## config.mk

```make
export PLATFORM = sky130hd
export DESIGN_NAME = div_seq_ctrl
export DESIGN_NICKNAME = d
export VERILOG_FILES = /design/src/rtl/div_pkg.sv /design/src/rtl/div_seq_core.sv /design/src/rtl/div_seq_ctrl.sv
export SDC_FILE = /design/constraint.sdc
export NUM_CORES = 1
export LEC_CHECK = 0
export ABC_CLOCK_PERIOD_IN_PS = 4200
export CORE_MARGIN = 1
export CORE_UTILIZATION = 50
export CTS_CLUSTER_SIZE = 30
export DETAILED_ROUTE_END_ITERATION = 8
export PLACE_DENSITY = 0.75
export RECOVER_POWER = 100
export REMOVE_ABC_BUFFERS = 1
export SLEW_MARGIN = 10
export SYNTH_ARGS = -nofsm -noshare
export SYNTH_HDL_FRONTEND = slang
export SYNTH_SLANG_ARGS = --single-unit
```

## constraint.sdc

```tcl
create_clock -name clk -period 4.2 [get_ports clk]
set_clock_uncertainty 0.2 [all_clocks]
set_input_delay 0.42 -clock clk [delete_from_list [all_inputs] [get_ports clk]]
set_output_delay 0.42 -clock clk [all_outputs]
set_load 0.05 [all_outputs]
```

## src/rtl/div_pkg.sv

```systemverilog
// Shared encodings and default width for the button-calculator divider slice.
package div_pkg;

  localparam int W = 4;

  typedef enum logic [2:0] {
    LOAD_NUM  = 3'd0,
    LOAD_DEN  = 3'd1,
    DIVIDE    = 3'd2,
    SHOW_QUOT = 3'd3,
    SHOW_REM  = 3'd4,
    ERR       = 3'd5
  } state_t;

endpackage

```

## src/rtl/div_seq_core.sv

```systemverilog
// Iterative restoring divider: one quotient bit per cycle, W iterations after start.
module div_seq_core
  import div_pkg::*;
#(
  parameter int W = div_pkg::W
) (
  input  logic         clk,
  input  logic         reset,
  input  logic         start,
  input  logic [W-1:0] dividend,
  input  logic [W-1:0] divisor,
  output logic [W-1:0] quotient,
  output logic [W-1:0] remainder,
  output logic         busy,
  output logic         done
);

  localparam int CW = $clog2(W + 1);

  logic [W:0]    r_rem;
  logic [W-1:0]  r_quo;
  logic [W-1:0]  r_den;
  logic [CW-1:0] r_cnt;
  logic          r_busy;

  logic [W:0]    w_rem_sh;
  logic          w_fits;

  // {r,q} shifted left by one; the trial subtraction succeeds when it stays non-negative.
  assign w_rem_sh = {r_rem[W-1:0], r_quo[W-1]};
  assign w_fits   = (w_rem_sh >= {1'b0, r_den});

  always_ff @(posedge clk or posedge reset) begin
    if (reset) begin
      r_rem  <= '0;
      r_quo  <= '0;
      r_den  <= '0;
      r_cnt  <= '0;
      r_busy <= 1'b0;
    end else if (r_busy) begin
      r_rem <= w_fits ? (w_rem_sh - {1'b0, r_den}) : w_rem_sh;
      r_quo <= {r_quo[W-2:0], w_fits};
      if (r_cnt == CW'(W - 1)) begin
        r_busy <= 1'b0;
        r_cnt  <= '0;
      end else begin
        r_cnt <= r_cnt + 1'b1;
      end
    end else if (start) begin
      r_rem  <= '0;
      r_quo  <= dividend;
      r_den  <= divisor;
      r_cnt  <= '0;
      r_busy <= 1'b1;
    end
  end

  // Done marks the final iteration cycle; results settle at the end of it.
  assign done      = r_busy && (r_cnt == CW'(W - 1));
  assign busy      = r_busy;
  assign quotient  = r_quo;
  assign remainder = r_rem[W-1:0];

endmodule

```

## src/rtl/div_seq_ctrl.sv

```systemverilog
// Calculator controller: operand editing FSM, divider sequencing and LED word mux.
module div_seq_ctrl
  import div_pkg::*;
#(
  parameter int W = div_pkg::W
) (
  input  logic         clk,
  input  logic         reset,
  input  logic         next_tick,
  input  logic         up_tick,
  input  logic         down_tick,
  output logic [W-1:0] leds,
  output logic [2:0]   state_o,
  output logic         busy,
  output logic         err
);

  state_t       r_state;
  logic [W-1:0] r_num;
  logic [W-1:0] r_den;
  logic         r_start;

  logic         w_up;
  logic         w_dn;
  logic [W-1:0] w_quo;
  logic [W-1:0] w_rem;
  logic         w_core_busy;
  logic         w_done;

  // Simultaneous up and down cancel out.
  assign w_up = up_tick & ~down_tick;
  assign w_dn = down_tick & ~up_tick;

  div_seq_core #(.W(W)) u_core (
    .clk       (clk),
    .reset     (reset),
    .start     (r_start),
    .dividend  (r_num),
    .divisor   (r_den),
    .quotient  (w_quo),
    .remainder (w_rem),
    .busy      (w_core_busy),
    .done      (w_done)
  );

  always_ff @(posedge clk or posedge reset) begin
    if (reset) begin
      r_state <= LOAD_NUM;
      r_num   <= '0;
      r_den   <= '0;
      r_start <= 1'b0;
    end else begin
      r_start <= 1'b0;
      case (r_state)
        LOAD_NUM: begin
          if (w_up)      r_num <= r_num + 1'b1;
          else if (w_dn) r_num <= r_num - 1'b1;
          if (next_tick) r_state <= LOAD_DEN;
        end
        LOAD_DEN: begin
          if (w_up)      r_den <= r_den + 1'b1;
          else if (w_dn) r_den <= r_den - 1'b1;
          if (next_tick) begin
            if (r_den != '0) begin
              r_state <= DIVIDE;
              r_start <= 1'b1;
            end else begin
              r_state <= ERR;
            end
          end
        end
        DIVIDE:    if (w_done)    r_state <= SHOW_QUOT;
        SHOW_QUOT: if (next_tick) r_state <= SHOW_REM;
        SHOW_REM:  if (next_tick) r_state <= LOAD_NUM;
        ERR:       if (next_tick) r_state <= LOAD_NUM;
        default:                  r_state <= LOAD_NUM;
      endcase
    end
  end

  always_comb begin
    leds = '0;
    case (r_state)
      LOAD_NUM:  leds = r_num;
      LOAD_DEN:  leds = r_den;
      SHOW_QUOT: leds = w_quo;
      SHOW_REM:  leds = w_rem;
      ERR:       leds = '1;
      default:   leds = '0;
    endcase
  end

  assign state_o = r_state;
  assign busy    = w_core_busy;
  assign err     = (r_state == ERR);

endmodule

```

==> impl_metrics.yaml, run 1 <==
min_path:
  hp-class: "reg2reg"
  holdPathEnd: "u_core.r_cnt[0]"
  hp-start: "u_core.r_cnt[0]"
  hold_path_depth: 1
critical_path:
  criticalPathCategory: "reg2out"
  rr_startpoint: "state_o[1]"
  critPathLaunchType: "flop"
  worst_r2r_path_depth: 4
  regToRegEndpoint: "r_den[3]"
  arrival_ns: 2.44
  cp.required_ns: 3.58
  crit_fanout: 16
  end_kind: "output port"
  r2r_slack_ns: 1.89
clock_network:
  clk_pin_slew_ns: 0.16
  cts_tree: "done"
  postCtsSetupBuffers: 0
  cts-root-buf: "clkbuf_4"
  clockBufferDepth: 2
  htreeDepth: 1
  hold_buffers: 0
  numCtsBuffers: 3
  clk_latency_ns: 0.32
  cts.repair.resized: 0
  clock_sinks: 28
cells_and_area:
  n_fill_cell: 280
  area_growth_pct: 9.29
  drive_gt1_frac: 0.0552
  diodes: 0
  finalInstanceArea_um2: 1860
  nNetsFinal: 200
timing:
  fin_crit_sh: 0.728
  rsz0062_at_grt: "false"
  setup_viol: 0
  relSlewSlack: 0.276
  max_freq_mhz: 327
  final_max_slew_viol_count: 0
  hold_slack_ns: 0.312
  period_needed_ns: 3.06
  finalHoldViolCount: 0
  timing.setup.tns_ns: 0
  worst_pin_slew_ns: 1.07
synthesis:
  seq_area_frac_synth: 0.413
  ys_ff_latch: 28
  synth_area_um2: 1700
  async_flop_share: 1.00
  syn_avg_cell_area_um2: 9.87
  synth-edff-count: 0
  yosys_warnings: 0
  ys.flop_type: "dfrtp_1"
  syn_inst: 172
  ys_types: 36
floorplan:
  rows: 20
  start_util: 0.543
  die_area_um2: 3630
  chipHeight_um: 60.3
  core_area_um2: 3130
  io_pins: 14
  fp.dieW_um: 60.3
grt:
  overflow: 0
  antenna_found_initial: 0
  grt_pass1_vias: 1238
  grt.total_usage: 0.216
  grt_pass1_wl_um: 5700
  grt_max_degree: 29
detailed_routing:
  drtPass1Iterations: 6
  drtAntennaViolNets: 0
  wl_per_cell_um: 15.0
  drc_errors: 0
  drt_wl_total_um: 3370
  via_per_inst: 5.70
  vias: 1282
  initialDrtViolationCount: 55
placement:
  numPortBuffers: 13
  gp_congestion: 0.871
  place_hpwl_um: 2530
  place_area_um2: 1850
run_status:
  outcome: "finished, final reports clean"
run:
  maxCapViolations: 0
[worst max-delay path, stage by stage, from the launching register on]
cell and delay [ns]:
dfrtp_1 0.67, mux2_2 0.40, o22ai_1 0.13, o22ai_1 0.11
dlygate4sd3_1 0.79
[metal layers]
metal | wire (um) | track usage
met5 | 0 | 0
met2 | 1620 | 0.361
met3 | 132 | 0.0346
met4 | 25 | 0.0631
met1 | 1600 | 0.284
[synthesized netlist by cell type, types with 2 or more instances]
master / n / area (um^2)
dfrtp_1: 28 / 701
nand2_1: 22 / 82.6
o21ai_0: 14 / 70.1
inv_1: 11 / 41.3
nor2_1: 11 / 41.3
ha_1: 10 / 125
mux2i_1: 7 / 70.1
o22ai_1: 7 / 43.8
a21oi_1: 6 / 30.0
mux2_2: 6 / 67.6
clkbuf_1: 5 / 18.8
xor2_1: 4 / 35.0
a32o_1: 3 / 30.0
buf_2: 3 / 15.0
fa_1: 3 / 60.1
nand2b_1: 3 / 18.8
nor2b_1: 3 / 18.8
o21a_1: 3 / 22.5
xnor2_1: 3 / 26.3
a21o_1: 2 / 15.0
o31ai_1: 2 / 15.0
or3_1: 2 / 12.5
[flip-flops by register name, summed over array words and instances (netlist names)]
signal           count
r_num                4
u_core.busy          1
u_core.quotient      4
r_den                4
u_core.r_den         4
u_core.r_cnt         3
r_start              1
state_o              3
u_core.r_rem         4
[area by class of cell]
cell class	instances	area [um^2]	area share
timing repair buffer	13	130	0.0701
multi-input combinational	125	892	0.481
tap	44	55.1	0.0297
inverter	11	41.3	0.0223
sequential	28	701	0.378
clock buffer	4	36.3	0.0196
[stage by stage]
stage               setup WS (ns)  instances  utilization
floorplan                    1.51        164            -
global placement             1.54        221        0.591
detailed placement           1.49        221        0.591
CTS                          1.08        225        0.603
global route                 1.02        225        0.593
finish                       1.14        225        0.593
[cell families after synthesis]
family / count (synthesis) / synth area share
AO/OA/AOI/OAI: 41 / 0.151
XOR/XNOR: 7 / 0.0361
adder cells (fa/ha/maj): 13 / 0.109
buffers and inverters: 19 / 0.0442
flip-flops: 28 / 0.413
multiplexers: 13 / 0.0811
AND/OR/NAND/NOR: 51 / 0.166
[how the worst max path moves through the flow]
stage / from / to / slack, ns / depth (start not counted)
3_3_place_gp: state_o[2] / leds[2] / 1.54 / 4
2_1_floorplan: state_o[2] / leds[0] / 1.51 / 3
3_5_place_dp: state_o[2] / leds[0] / 1.49 / 4
4_1_cts: state_o[2] / leds[0] / 1.08 / 4
5_1_grt: state_o[2] / leds[2] / 1.02 / 4
6_report: state_o[2] / leds[0] / 1.14 / 4
[placed cells by master (no fill, tap or decap), drive strengths merged, types with 2 or more instances in the layout]
cell / instances
mux2i: 7
clkdlybuf4s50: 2
a32o: 3
nor2: 11
or3: 2
o31ai: 2
dfrtp: 28
o21ai: 15
clkbuf: 4
mux2: 6
a21oi: 6
ha: 10
o22ai: 7
dlygate4sd3: 11
nor4b: 2
xor2: 4
inv: 11
o21a: 3
nand2: 22
a21o: 2
xnor2: 3
fa: 3
nor2b: 3
nand2b: 3
nor4: 2
Power of run 1 is left out: the tool's default activity adds up to more than one toggle a clock period on the data nets, which glitch-free logic cannot reach.
==> run 2, diff against run 1 <==
- ABC_CLOCK_PERIOD_IN_PS: 4200 -> 2500
- PLACE_DENSITY: 0.75 -> 0.78
- clock period: 4.2 -> 2.5 ns (I/O delays scaled with it)
==> impl_metrics.yaml, run 2 (synthesized netlist as in run 1, its figures left out) <==
cells_and_area:
  nNetsFinal: 207
  finalInstanceArea_um2: 1910
  final_common_cell: "dfrtp_1"
  drive_gt1_frac: 0.101
  final_cell_mix: "dfrtp_1, nand2_1, o21ai_0"
  n_fill_cell: 287
  diodes: 0
  area_growth_pct: 12.5
  stdcell_count: 232
  finish.utilization: 0.610
placement:
  dp_cells: 228
  place_area_um2: 1900
  numPortBuffers: 13
  gp_congestion: 0.865
  place_hpwl_um: 2700
  post-place-ws_ns: 0.0706
grt:
  grt_max_degree: 29
  antenna_found_initial: 0
  grt.total_usage: 0.231
  overflow: 0
  grt_pass1_vias: 1298
  grt_pass1_wl_um: 6110
critical_path:
  cpPeakStageDelay_ns: 0.49
  r2r_slack_ns: 0.33
  rr_startpoint: "state_o[2]"
  regToRegEndpoint: "r_num[3]"
  arrival_ns: 1.91
  path_delay_family: "flip-flops"
  crit_top_cell: "o22ai_1"
  cp.required_ns: 2.05
  timing.critical_path.buf_inv: 2
  cp_cell_sequence: "buf_4 > mux2_2 > o22ai_1 > o22ai_1 > clkbuf_4"
  crit_slowest_cell: "dfrtp_1"
  critPathLaunchType: "flop"
  end_kind: "output port"
  criticalPathCategory: "reg2out"
  crit_fanout: 9
  worst_r2r_path_depth: 5
clock_network:
  htreeDepth: 1
  cts_tree: "done"
  clock_sinks: 28
  hold_buffers: 0
  postCtsSetupBuffers: 0
  numCtsBuffers: 3
  cts.repair.resized: 0
  cts-root-buf: "clkbuf_4"
  clockBufferDepth: 2
  clk_pin_slew_ns: 0.15
  clk_latency_ns: 0.33
floorplan:
  chipHeight_um: 60.3
  rows: 20
  core_area_um2: 3130
  start_util: 0.543
  fp.dieW_um: 60.3
  die_area_um2: 3630
  io_pins: 14
detailed_routing:
  initialDrtViolationCount: 45
  drt_wl_total_um: 3660
  wl_met3_um: 144
  wl_met2_um: 1860
  via_per_inst: 5.69
  met1Wirelength_um: 1640
  drtAntennaViolNets: 0
  vias: 1319
  drc_errors: 0
  wl_per_cell_um: 15.8
  drtPass1Iterations: 4
  highest_layer: "met4"
timing:
  fin_ws_ns: 0.139
  final_max_slew_viol_count: 29
  period_needed_ns: 2.36
  worst_pin_slew_ns: 1.51
  max_freq_mhz: 424
  rsz0062_at_grt: "false"
  relSlewSlack: -0.00490
  finalHoldViolCount: 0
  setup_viol: 0
  fin_crit_sh: 0.944
run:
  maxCapViolations: 1
min_path:
  hold_path_depth: 1
  hp-class: "reg2reg"
  hp-start: "u_core.r_cnt[1]"
  holdPathEnd: "u_core.r_cnt[1]"
run_status:
  outcome: "finished, violations left"
  violations: "capacitance limit, slew limit"
[run 2: layout make-up]
class	instances	area (um^2)	area share
inverters	11	41.3	0.0216
clock buffers	4	36.3	0.0190
flip-flops and latches	28	701	0.367
repair buffers	20	169	0.0885
well taps	44	55.1	0.0288
multi-input cells	125	907	0.475
[run 2: per-stage QoR]
stage          setup TNS (ns)  hold slack (ns)
5_1_grt                     0            0.358
4_1_cts                     0           0.0836
6_report                    0            0.331
2_1_floorplan         -0.0341            0.115
3_5_place_dp                0            0.296
3_3_place_gp                0            0.279
[run 2: routing by layer]
metal / vias up / track usage
met1: 652 / 0.309
met2: 28 / 0.386
met4: 0 / 0.0764
met3: 2 / 0.0281
li1: 637 / -
met5: - / 0
[run 2: worst max path at each step]
stage | startpoint | to | depth (start not counted)
finish | state_o[2] | leds[0] | 5
global placement | down_tick | r_den[3] | 9
global route | state_o[2] | leds[0] | 5
detailed placement | down_tick | r_den[3] | 9
CTS | state_o[2] | leds[0] | 5
floorplan | state_o[2] | leds[0] | 3
Power of run 2 is left out for the same reason.
